**src/rtl/vault_pkg.sv**
```systemverilog
`default_nettype none
// ============================================================================
//  Module      : vault_pkg
//  Description : Shared definitions for the vault alarm controller: state
//                encodings, parameter defaults and a small sizing helper.
//  Revision    : 1.0 - initial release
// ============================================================================
package vault_pkg;

    // Parameter defaults
    localparam int DEF_MAX_TRIES      = 3;
    localparam int DEF_ALARM_CYCLES   = 16;
    localparam int DEF_LOCKOUT_CYCLES = 64;
    localparam int DEF_UNLOCK_CYCLES  = 8;

    // Controller state encodings; 5..7 are unreachable and recover to IDLE
    localparam int         c_STATE_W    = 3;
    localparam logic [2:0] c_ST_IDLE    = 3'd0;
    localparam logic [2:0] c_ST_RETRY   = 3'd1;
    localparam logic [2:0] c_ST_ALARM   = 3'd2;
    localparam logic [2:0] c_ST_LOCKOUT = 3'd3;
    localparam logic [2:0] c_ST_OPEN    = 3'd4;

    // Largest of three durations, used to size the shared timer
    function automatic int max3(input int a, input int b, input int c);
        int m;
        m = a;
        if (b > m) m = b;
        if (c > m) m = c;
        return m;
    endfunction

endpackage
`default_nettype wire

```
**src/rtl/vault_timer.sv**
```systemverilog
`default_nettype none
// ============================================================================
//  Module      : vault_timer
//  Description : Loadable down-counter shared by the timed controller states.
//                'expired' is high during the last cycle of a loaded interval,
//                so a load value of N yields exactly N cycles in a state.
//  Ports       : clk, reset_n      - clock, async active-low reset
//                load, load_value  - reload strobe and value
//                expired           - final cycle of the interval
//  Revision    : 1.0 - initial release
// ============================================================================
module vault_timer #(
    parameter int WIDTH = 8
) (
    input  logic             clk,
    input  logic             reset_n,
    input  logic             load,
    input  logic [WIDTH-1:0] load_value,
    output logic             expired
);

    logic [WIDTH-1:0] r_count;

    // Stops at zero so untimed states simply hold 0
    always_ff @(posedge clk or negedge reset_n) begin
        if (!reset_n) begin
            r_count <= '0;
        end else if (load) begin
            r_count <= load_value;
        end else if (r_count != '0) begin
            r_count <= r_count - WIDTH'(1);
        end
    end

    assign expired = (r_count == WIDTH'(1));

endmodule
`default_nettype wire

```
**src/rtl/vault_alarm_ctrl.sv**
```systemverilog
`default_nettype none
// ============================================================================
//  Module      : vault_alarm_ctrl
//  Description : Moore supervisor around a phase FSM. Counts phase failures,
//                raises an alarm and lockout after MAX_TRIES failures, and
//                releases the vault door after a successful phase.
//  Ports       : clk, reset_n             - clock, async active-low reset
//                phase_done, phase_fail   - status levels from the phase FSM
//                clear_alarm              - operator acknowledge
//                phase_rst                - reset to the phase FSM
//                unlock, alarm, locked_out- registered state outputs
//                fail_count               - failures since success/lockout
//  Revision    : 1.0 - initial release
// ============================================================================
module vault_alarm_ctrl
    import vault_pkg::*;
#(
    parameter int MAX_TRIES      = DEF_MAX_TRIES,
    parameter int ALARM_CYCLES   = DEF_ALARM_CYCLES,
    parameter int LOCKOUT_CYCLES = DEF_LOCKOUT_CYCLES,
    parameter int UNLOCK_CYCLES  = DEF_UNLOCK_CYCLES
) (
    input  logic       clk,
    input  logic       reset_n,
    input  logic       phase_done,
    input  logic       phase_fail,
    input  logic       clear_alarm,
    output logic       phase_rst,
    output logic       unlock,
    output logic       alarm,
    output logic       locked_out,
    output logic [3:0] fail_count
);

    localparam int c_CNT_W =
        $clog2(max3(ALARM_CYCLES, LOCKOUT_CYCLES, UNLOCK_CYCLES) + 1);

    localparam logic [c_CNT_W-1:0] c_ALARM_LD   = c_CNT_W'(ALARM_CYCLES);
    localparam logic [c_CNT_W-1:0] c_LOCKOUT_LD = c_CNT_W'(LOCKOUT_CYCLES);
    localparam logic [c_CNT_W-1:0] c_UNLOCK_LD  = c_CNT_W'(UNLOCK_CYCLES);
    localparam logic [3:0]         c_MAX_TRIES  = 4'(MAX_TRIES);

    logic [c_STATE_W-1:0] r_state;
    logic [3:0]           r_fail_count;
    logic                 r_phase_rst;
    logic                 r_unlock;
    logic                 r_alarm;
    logic                 r_locked_out;

    logic [c_STATE_W-1:0] w_next_state;
    logic [3:0]           w_next_fail;
    logic                 w_load;
    logic [c_CNT_W-1:0]   w_load_value;
    logic                 w_expired;

    vault_timer #(
        .WIDTH (c_CNT_W)
    ) u_timer (
        .clk        (clk),
        .reset_n    (reset_n),
        .load       (w_load),
        .load_value (w_load_value),
        .expired    (w_expired)
    );

    // Next-state and next-count decode
    always_comb begin
        w_next_state = c_ST_IDLE;
        w_next_fail  = r_fail_count;
        case (r_state)
            c_ST_IDLE: begin
                // A success wins over a simultaneous failure
                if (phase_done) begin
                    w_next_state = c_ST_OPEN;
                    w_next_fail  = 4'd0;
                end else if (phase_fail) begin
                    if (r_fail_count >= c_MAX_TRIES) begin
                        // Saturate rather than wrap on a corrupted count
                        w_next_state = c_ST_ALARM;
                    end else begin
                        w_next_fail  = r_fail_count + 4'd1;
                        w_next_state = (w_next_fail == c_MAX_TRIES) ? c_ST_ALARM
                                                                    : c_ST_RETRY;
                    end
                end else begin
                    w_next_state = c_ST_IDLE;
                end
            end
            c_ST_RETRY: begin
                w_next_state = c_ST_IDLE;
            end
            c_ST_ALARM: begin
                w_next_state = (clear_alarm || w_expired) ? c_ST_LOCKOUT : c_ST_ALARM;
            end
            c_ST_LOCKOUT: begin
                if (w_expired) begin
                    w_next_state = c_ST_IDLE;
                    w_next_fail  = 4'd0;
                end else begin
                    w_next_state = c_ST_LOCKOUT;
                end
            end
            c_ST_OPEN: begin
                w_next_state = w_expired ? c_ST_RETRY : c_ST_OPEN;
            end
            default: begin
                w_next_state = c_ST_IDLE;
                w_next_fail  = 4'd0;
            end
        endcase
    end

    // Timer reloads on every state change; untimed states load 0
    always_comb begin
        w_load       = (w_next_state != r_state);
        w_load_value = '0;
        case (w_next_state)
            c_ST_ALARM:   w_load_value = c_ALARM_LD;
            c_ST_LOCKOUT: w_load_value = c_LOCKOUT_LD;
            c_ST_OPEN:    w_load_value = c_UNLOCK_LD;
            default:      w_load_value = '0;
        endcase
    end

    // State plus registered Moore outputs decoded from the state being entered
    always_ff @(posedge clk or negedge reset_n) begin
        if (!reset_n) begin
            r_state      <= c_ST_IDLE;
            r_fail_count <= 4'd0;
            r_phase_rst  <= 1'b0;
            r_unlock     <= 1'b0;
            r_alarm      <= 1'b0;
            r_locked_out <= 1'b0;
        end else begin
            r_state      <= w_next_state;
            r_fail_count <= w_next_fail;
            r_phase_rst  <= (w_next_state == c_ST_RETRY) ||
                            (w_next_state == c_ST_ALARM) ||
                            (w_next_state == c_ST_LOCKOUT);
            r_unlock     <= (w_next_state == c_ST_OPEN);
            r_alarm      <= (w_next_state == c_ST_ALARM);
            r_locked_out <= (w_next_state == c_ST_LOCKOUT);
        end
    end

    assign phase_rst  = r_phase_rst;
    assign unlock     = r_unlock;
    assign alarm      = r_alarm;
    assign locked_out = r_locked_out;
    assign fail_count = r_fail_count;

endmodule
`default_nettype wire

```
**config.mk**
```make
export PLATFORM = sky130hd
export DESIGN_NAME = vault_alarm_ctrl
export DESIGN_NICKNAME = d
export VERILOG_FILES = /design/src/rtl/vault_pkg.sv /design/src/rtl/vault_timer.sv /design/src/rtl/vault_alarm_ctrl.sv
export SDC_FILE = /design/constraint.sdc
export NUM_CORES = 1
export LEC_CHECK = 0
export ABC_AREA = 1
export CAP_MARGIN = 20
export CORE_MARGIN = 2
export CORE_UTILIZATION = 54
export CTS_CLUSTER_SIZE = 16
export DETAILED_ROUTE_END_ITERATION = 16
export GPL_TIMING_DRIVEN = 0
export PLACE_DENSITY = 0.78
export SLEW_MARGIN = 20
export SYNTH_ARGS = -nofsm -noshare
export SYNTH_HDL_FRONTEND = slang
export SYNTH_SLANG_ARGS = --single-unit
```
**constraint.sdc**
```tcl
create_clock -name clk -period 2 [get_ports clk]
set_input_delay 0.4 -clock clk [delete_from_list [all_inputs] [get_ports clk]]
set_output_delay 0.4 -clock clk [all_outputs]
set_load 0.02 [all_outputs]
```
==> impl_metrics.csv, run 1 <==
group,metric,value,unit
outcome,outcome,"finished clean",
setup_path,slowest_stage,"clkdlybuf4s50_1",
clock_network,cts.sinks,18,
synthesis,synth_adder_area_share,5.800,%
synthesis,synthTopCellsByArea,"dfrtp_1 (42%), nand2_1 (9.7%), ha_1 (5.8%)",
clock_network,cts-resized-gates,0,
clock_network,clock_latency,300,ps
route,via_count,903,
floorplanning,io-pin-count,13,
clock_network,clockBufferDepth,2,
setup_path,cp-start-kind,"flop",
route,first_iter_violations,26,
setup_path,r2r_slack,320,ps
synthesis,synth_xor_area_share,1.624,%
clock_network,cts-root-buf,"clkbuf_4",
synthesis,synth_mux_area_share,0,%
global_route,grt_pass1_vias,878,
global_route,grt_pass1_wl,3.470,mm
place,gp_congestion,0.8678,
setup_path,crit_path_end_kind,"primary output",
synthesis,synth_top_area_share,41.76,%
place,dpl.hpwl,1.526,mm
synthesis,synth_top_area_cell,"dfrtp_1",
timing,fin_worst_skew,2.371,ps
clock_network,ctsHoldBuffers,0,
global_route,grt_usage,19.13,%
timing,finalCriticalPeriod,1780,ps
clock_network,cts_tree,"done",
clock_network,path_clk_slew,100,ps
final_layout,area_growth,17.63,%
floorplanning,rows,16,
synthesis,yosys_register_bits,18,
global_route,grt_max_degree,19,
synthesis,syn_nets,145,
synthesis,synth.avg_cell_area,7.989,sq um
power_and_ir_drop,ir_drop,0.8851,mV
timing,setup_viol,0,
clock_network,cts_setup_buffers,0,
synthesis,ys_types,25,
synthesis,yosysWarnings,0,
route,drt-total-wl,1.967,mm
route,viasPerCell,5.073,
route,drtPass1Iterations,4,
timing,fin_crit_sh,89.01,%
synthesis,ys_seq_area_share,41.76,%
place,port_buffers,12,
route,route.detailed.drc,0,
route,route.antenna.remaining_nets,0,
timing,rsz0062_at_grt,"no",
setup_path,critPathMaxStageDelay,640,ps
setup_path,crit_fanout,6,
global_route,overflow,0,
floorplanning,dieArea,2371,sq um
setup_path,cp.arrival,1380,ps
synthesis,synth_top_family_by_area,"simple AND/OR/NAND/NOR gates",
timing,fmax,0.5618,GHz
clock_network,cts-buffers-inserted,3,
final_layout,final_nets,162,
setup_path,cp_data_required_time,1600,ps
synthesis,synthCells,135,
final_layout,antenna_cells,0,
final_layout,drive_gt1_share,22.52,%
timing,fin_tns_setup,0,ps
timing,timing.final.max_slew_violations,0,
global_route,antenna_found_initial,0,
power_and_ir_drop,p_total,1.798,mW
setup_path,crit_buf_inv,1,
clock_network,cts_htree_levels,1,
flow_run,maxCapViolations,0,
timing,tightest_slew,791.7,ps
setup_path,critPathKind,"flop to primary output",
synthesis,synthSimpleGateAreaFrac,35.73,%
floorplanning,core,1922,sq um
timing,maxSlewHeadroom,47.05,%
setup_path,crit_family,"buffers and inverters",
power_and_ir_drop,leakage,0.6686,nW
synthesis,synth_compound_area_share,6.381,%
route,wl_per_cell,11.05,um
min_path,min_path_type,"primary input to async pin",
setup_path,path_cells,"clkdlybuf4s50_1",
timing,hold_viol_final,0,
synthesis,synth.cell_area,1079,sq um
floorplanning,die_x,48.69,um
power_and_ir_drop,p_per_area,1417,nW/um^2
floorplanning,die_h,48.69,um
floorplanning,initial_core_util,56.12,%
[layout make-up]
class | count | area [sq um]
Clock buffer | 4 | 36.28
Fill cell | 175 | 653.1
Inverter | 25 | 93.84
Sequential cell | 18 | 450.4
Timing Repair Buffer | 12 | 120.1
Multi-Input combinational cell | 92 | 534.3
Tap cell | 27 | 33.78
[cell usage after synthesis (all sizes together)]
cell / count
clkinv: 1
a21oi: 3
o21ai: 5
nand4: 2
or2: 2
nor3: 2
ha: 5
nand2: 36
nand3: 13
a31oi: 1
dfrtp: 18
o211ai: 1
nor2: 18
xor2: 2
o31ai: 2
inv: 24
[where the power goes]
part / internal (mW) / switching, mW
clock network: 0.111 / 0.114
logic: 0.374 / 0.638
registers: 0.468 / 0.0928
total: 0.953 / 0.845
[metal layers]
metal | vias to the layer above | track usage [%] | share of wire [%]
met2 | 14 | 35.39 | 53
met3 | 8 | 4.012 | 3.2
met5 | - | 0 | 0
li1 | 453 | - | -
met1 | 428 | 21.19 | 42
met4 | 0 | 7.619 | 1.8
[per-stage QoR]
| stage | hold slack, ps | area (sq um) | instances | setup WS [ps] | utilization (%) |
|---|---|---|---|---|---|
| finish | 551.9 | 1269 | 178 | 219.9 | 66.02 |
| global placement | 530.7 | 1232 | 174 | 257.8 | 64.13 |
| CTS | 564.3 | 1269 | 178 | 228.0 | 66.02 |
| detailed placement | 538.5 | 1232 | 174 | 238.4 | 64.13 |
| global route | 601.7 | 1269 | 178 | 136.3 | 66.02 |
| floorplan | 104.4 | 1079 | 135 | 353.7 | - |
[placed cells by master, fill, tap and decap left out]
master	n
nand2_1	28
dfrtp_1	18
inv_1	15
nand3_1	12
clkdlybuf4s50_1	12
inv_2	9
nor2_1	8
nor2_2	7
nand2_2	6
ha_1	5
nor2_4	3
a21oi_1	3
o21ai_1	3
clkbuf_4	3
nand2_4	2
nand4_1	2
o31ai_1	2
xor2_1	2
o21ai_0	2
nor3_2	1
or2_4	1
clkinv_1	1
a31oi_1	1
or2_1	1
o211ai_1	1
nand3_2	1
nor3_1	1
clkbuf_8	1
[state kept, by name, summed over array words and instances (netlist names)]
signal           cells
unlock               1
fail_count           4
alarm                1
phase_rst            1
u_timer.r_count      7
locked_out           1
r_state              3
[path summary, 6_finish.rpt]
kind,startpoint,endpoint,depth (start not counted)
max,fail_count[0],fail_count[0],1
min,reset_n,u_timer.r_count[5],1
max reg2reg,fail_count[0],u_timer.r_count[0],9
min reg2reg,fail_count[2],fail_count[2],2
max in group asynchronous,reset_n,fail_count[1],1
min in group clk,fail_count[2],fail_count[2],2
[kinds of logic (layout without fill, tap and decap cells)]
group,after synthesis,in the layout
AO/OA/AOI/OAI,12,12
adder cells (fa/ha/maj),5,5
flip-flops,18,18
buffers and inverters,25,41
AND/OR/NAND/NOR,73,73
XOR/XNOR,2,2
(Power assumes the default switching activity.)
==> run 2, diff against run 1 <==
CORE_UTILIZATION = 53   (was 54)
PLACE_DENSITY = 0.76   (was 0.78)
SETUP_SLACK_MARGIN = 0.2   (was default)
==> run 2 against run 1 <==
- clock skew is 1.0 ps lower
- sequential power hardly changed
- wire length is 0.46% higher
- final cell count is 1.1% higher
- die area is 1.7% higher
- first-iteration DRC count is 54% lower
- critical path depth stayed put
- hold slack worse by 25 ps
- setup slack better by 29 ps
- highest routed layer unchanged
==> impl_metrics.csv, run 2 (synthesized netlist as in run 1, its figures left out) <==
group,metric,value,unit
setup_path,cp_data_required_time,1600,ps
floorplanning,initial_core_util,55.54,%
power_and_ir_drop,swShare,46.93,%
min_path,min_from,"fail_count[0]",
final_layout,finalNonFillerCells,180,
final_layout,area_growth,20.53,%
global_route,grt_usage,18.97,%
global_route,grt_max_degree,19,
timing,fin_tns_setup,0,ps
final_layout,layout.filler_cells,173,
flow_run,maxCapViolations,0,
timing,setup_viol,0,
route,route.detailed.drc,0,
route,wl_per_cell,10.98,um
clock_network,clockBufferDepth,2,
global_route,grt_pass1_vias,900,
global_route,antenna_found_initial,0,
floorplanning,core,1942,sq um
final_layout,final_nets,164,
setup_path,crit_path_end_kind,"primary output",
final_layout,layout_common_cells,"nand2_1 (28), dfrtp_1 (17), inv_1 (14)",
power_and_ir_drop,p_total,1.797,mW
power_and_ir_drop,p_seq_share,31.0,%
clock_network,cts_htree_levels,1,
timing,tightest_slew,787.7,ps
power_and_ir_drop,ir_drop,0.8622,mV
setup_path,slowest_stage,"clkdlybuf4s50_1",
timing,fmax,0.5709,GHz
route,drt-total-wl,1.976,mm
setup_path,r2r_slack,310,ps
timing,finalCriticalPeriod,1752,ps
final_layout,drive_gt1_share,26.14,%
outcome,outcome,"finished clean",
place,port_buffers,12,
setup_path,cp.arrival,1350,ps
final_layout,largest_reg_flops,7,
power_and_ir_drop,switching_power,0.8434,mW
timing,timing.final.max_slew_violations,0,
timing,setup_ws,248.4,ps
timing,fin_worst_skew,1.323,ps
place,gp_congestion,0.8589,
setup_path,critPathKind,"flop to primary output",
floorplanning,die_x,49.11,um
power_and_ir_drop,combPwrFrac,56.7,%
clock_network,cts_tree,"done",
power_and_ir_drop,leakage,0.6910,nW
setup_path,r2r-end,"u_timer.r_count[5]",
timing,hold_viol_final,0,
route,first_iter_violations,12,
power_and_ir_drop,internal-power,0.9538,mW
route,route.antenna.remaining_nets,0,
power_and_ir_drop,p_per_area,1382,nW/um^2
timing,rsz0062_at_grt,"yes",
setup_path,crit_family,"buffers and inverters",
place,dpl.hpwl,1.540,mm
floorplanning,rows,16,
setup_path,crit_buf_inv,1,
floorplanning,die_h,49.11,um
floorplanning,dieArea,2412,sq um
place,dp.cells,174,
clock_network,path_clk_slew,100,ps
setup_path,path_cells,"clkdlybuf4s50_1",
clock_network,cts-root-buf,"clkbuf_4",
floorplanning,io-pin-count,13,
setup_path,cp-start-kind,"flop",
power_and_ir_drop,clockPowerShare,12.2,%
global_route,overflow,0,
min_path,hold_end,"fail_count[0]",
clock_network,cts.sinks,18,
final_layout,antenna_cells,0,
timing,maxSlewHeadroom,47.32,%
setup_path,critPathMaxStageDelay,630,ps
route,viasPerCell,4.939,
min_path,min_path_type,"flop to flop",
clock_network,clock_latency,290,ps
route,drtPass1Iterations,5,
setup_path,r2r_start,"fail_count[0]",
clock_network,ctsHoldBuffers,0,
final_layout,final_common_cell,"nand2_1",
timing,fin_crit_sh,87.58,%
route,via_count,889,
setup_path,r2r_cells,9,
min_path,hold_depth,1,
setup_path,crit_fanout,5,
place,post-place-ws,232.9,ps
global_route,grt_pass1_wl,3.560,mm
final_layout,top_register,"u_timer.r_count",
clock_network,cts-buffers-inserted,3,
## run 2: how the worst max path moves through the flow
| stage | endpoint | slack (ps) | cells after the start | startpoint |
|---|---|---|---|---|
| after floorplan | phase_rst | 350 | 7 | fail_count[0] |
| after global placement | u_timer.r_count[2] | 270 | 8 | phase_fail |
| after detailed placement | u_timer.r_count[2] | 230 | 8 | phase_fail |
| after CTS | fail_count[0] | 220 | 1 | fail_count[0] |
| after global routing | u_timer.r_count[3] | 190 | 9 | fail_count[0] |
| final | fail_count[1] | 250 | 1 | fail_count[1] |
## run 2: layout make-up
type / instances / area (sq um) / area share, %
Clock buffer: 4 / 36.28 / 2.791
Timing Repair Buffer: 14 / 135.1 / 10.39
Tap cell: 27 / 33.78 / 2.599
Multi-Input combinational cell: 92 / 549.3 / 42.25
Inverter: 25 / 93.84 / 7.218
Sequential cell: 18 / 451.7 / 34.74
## run 2: what timing repair did
action,4_1_cts,5_1_grt
setup buffers,0,2
setup endpoints to repair,0,9
resized for setup,0,5
## run 2: routing by layer
metal	vias to the layer above	share of wire, %	track usage [%]
met5	-	0	0
met4	0	0.71	4.286
met3	2	2.8	2.761
met2	11	53	35.14
met1	414	44	22.98
li1	462	-	-
## run 2: per-stage QoR
step / utilization, % / cell area [sq um] / hold WS (ps)
4_1_cts: 65.34 / 1269 / 574.7
3_5_place_dp: 63.47 / 1232 / 549.3
6_report: 66.95 / 1300 / 527.3
3_3_place_gp: 63.47 / 1232 / 519.9
2_1_floorplan: - / 1079 / 104.4
5_1_grt: 66.95 / 1300 / 565.3
## run 2: power by group through the flow
| stage | sequential (mW) | clock (mW) | combinational (mW) |
|---|---|---|---|
| after floorplan | 0.586 | 0 | 0.763 |
| after CTS | 0.556 | 0.225 | 1.03 |
| final | 0.558 | 0.220 | 1.02 |
| after global routing | 0.574 | 0.237 | 1.17 |
| after global placement | 0.558 | 0 | 0.984 |
| after detailed placement | 0.561 | 0 | 1.02 |
==> run 3, diff against run 2 <==
SETUP_SLACK_MARGIN = default   (was 0.2)
SKIP_CTS_REPAIR_TIMING = 1   (was default)
==> run 3 against run 2 <==
- wire length fell by 3.7%
- critical path depth did not move
- die area did not move
- core utilization fell by 1.6 points
- register-to-register slack barely moved
- fmax fell by 0.64%
- hold slack improved by 31 ps
- clock-buffer cell count did not move
- global-route usage did not move
- highest routed layer unchanged
==> impl_metrics.csv, run 3 (synthesized netlist as in run 1, its figures left out) <==
group,metric,value,unit
power_and_ir_drop,p_seq_share,31.1,%
power_and_ir_drop,p_per_area,1411,nW/um^2
timing,fmax,0.5673,GHz
timing,fin_worst_skew,1.910,ps
place,dp.cells,174,
route,drt-total-wl,1.902,mm
final_layout,finalNonFillerCells,178,
final_layout,layout_common_cells,"nand2_1 (28), dfrtp_1 (18), inv_1 (15)",
final_layout,antenna_cells,0,
floorplanning,io-pin-count,13,
timing,setup_viol,0,
timing,fin_tns_setup,0,ps
floorplanning,die_x,49.11,um
final_layout,drive_gt1_share,22.52,%
power_and_ir_drop,clockPowerShare,12.3,%
timing,maxSlewHeadroom,47.44,%
global_route,grt_pass1_wl,3.560,mm
global_route,use_met3,2.761,%
route,route.detailed.drc,0,
clock_network,cts-root-buf,"clkbuf_4",
setup_path,cp_data_required_time,1600,ps
clock_network,clockBufferDepth,2,
floorplanning,dieArea,2412,sq um
setup_path,slowest_stage,"clkdlybuf4s50_1",
timing,finalCriticalPeriod,1763,ps
outcome,outcome,"finished clean",
setup_path,crit_buf_inv,1,
final_layout,area_growth,17.63,%
timing,hold_viol_final,0,
setup_path,path_cells,"clkdlybuf4s50_1",
clock_network,cts_tree,"done",
timing,timing.final.max_slew_violations,0,
floorplanning,die_h,49.11,um
global_route,overflow,0,
global_route,antenna_found_initial,0,
global_route,use_met2,35.14,%
global_route,grt_max_degree,19,
timing,rsz0062_at_grt,"no",
place,port_buffers,12,
flow_run,maxCapViolations,0,
route,via_count,880,
place,gp_congestion,0.8589,
route,first_iter_violations,7,
final_layout,top_register,"u_timer.r_count",
place,post-place-ws,232.9,ps
setup_path,crit_path_end_kind,"primary output",
setup_path,cp.arrival,1360,ps
timing,fin_crit_sh,88.14,%
route,drtPass1Iterations,2,
power_and_ir_drop,ir_drop,0.8337,mV
setup_path,critPathMaxStageDelay,630,ps
clock_network,cts-buffers-inserted,3,
global_route,grt_pass1_vias,900,
route,viasPerCell,4.944,
floorplanning,rows,16,
clock_network,path_clk_slew,100,ps
setup_path,crit_fanout,6,
place,dpl.hpwl,1.540,mm
min_path,min_path_type,"primary input to async pin",
setup_path,cp-start-kind,"flop",
setup_path,crit_family,"buffers and inverters",
clock_network,clock_latency,290,ps
timing,setup_ws,237.2,ps
global_route,grt_usage,18.97,%
final_layout,largest_reg_flops,7,
power_and_ir_drop,swShare,46.71,%
timing,tightest_slew,785.9,ps
final_layout,final_common_cell,"nand2_1",
power_and_ir_drop,switching_power,0.8361,mW
power_and_ir_drop,leakage,0.6686,nW
power_and_ir_drop,internal-power,0.9538,mW
setup_path,cp_num_cells,1,
route,route.antenna.remaining_nets,0,
global_route,busiest_layer,"met2",
clock_network,cts.sinks,18,
floorplanning,initial_core_util,55.54,%
floorplanning,core,1942,sq um
global_route,grt.met1_usage,22.98,%
clock_network,cts_htree_levels,1,
setup_path,critPathKind,"flop to primary output",
route,wl_per_cell,10.69,um
final_layout,final_nets,162,
power_and_ir_drop,combPwrFrac,56.6,%
setup_path,r2r_cells,9,
-- run 3: final cells by class --
| class | count | area (sq um) |
|---|---|---|
| fill | 181 | 673.1 |
| multi-input combinational | 92 | 534.3 |
| sequential | 18 | 450.4 |
| timing repair buffer | 12 | 120.1 |
| inverter | 25 | 93.84 |
| clock buffer | 4 | 36.28 |
| tap | 27 | 33.78 |
-- run 3: routing by layer --
metal  wire length (um)  part of all wire, %  vias up
met5                  0                    0        -
met4                 22                  1.2        0
met3                 49                  2.6        4
met2               1006                   53       11
met1                824                   43      408
li1                   -                    -      457
-- run 3: path summary, 6_finish.rpt --
path | from | endpoint | slack (ps)
max | fail_count[0] | fail_count[0] | 240
min | reset_n | u_timer.r_count[4] | 560
max reg2reg | fail_count[0] | u_timer.r_count[5] | 300
max in group asynchronous | reset_n | locked_out | 950
min in group clk | fail_count[3] | fail_count[3] | 570
min reg2reg | fail_count[3] | fail_count[3] | 570
-- run 3: power by group through the flow --
stage	clock network (mW)	logic (mW)	registers, mW
floorplan	0	0.763	0.586
global placement	0	0.984	0.558
detailed placement	0	1.02	0.561
CTS	0.225	1.03	0.556
global route	0.238	1.17	0.572
finish	0.221	1.01	0.556
-- run 3: per-stage QoR --
stage	utilization, %	hold WS, ps	area (sq um)	power, mW
2_1_floorplan	-	104.4	1079	1.349
3_3_place_gp	63.47	519.9	1232	1.542
3_5_place_dp	63.47	549.3	1232	1.583
4_1_cts	65.34	574.7	1269	1.810
5_1_grt	65.34	598.0	1269	1.980
6_report	65.34	558.3	1269	1.790
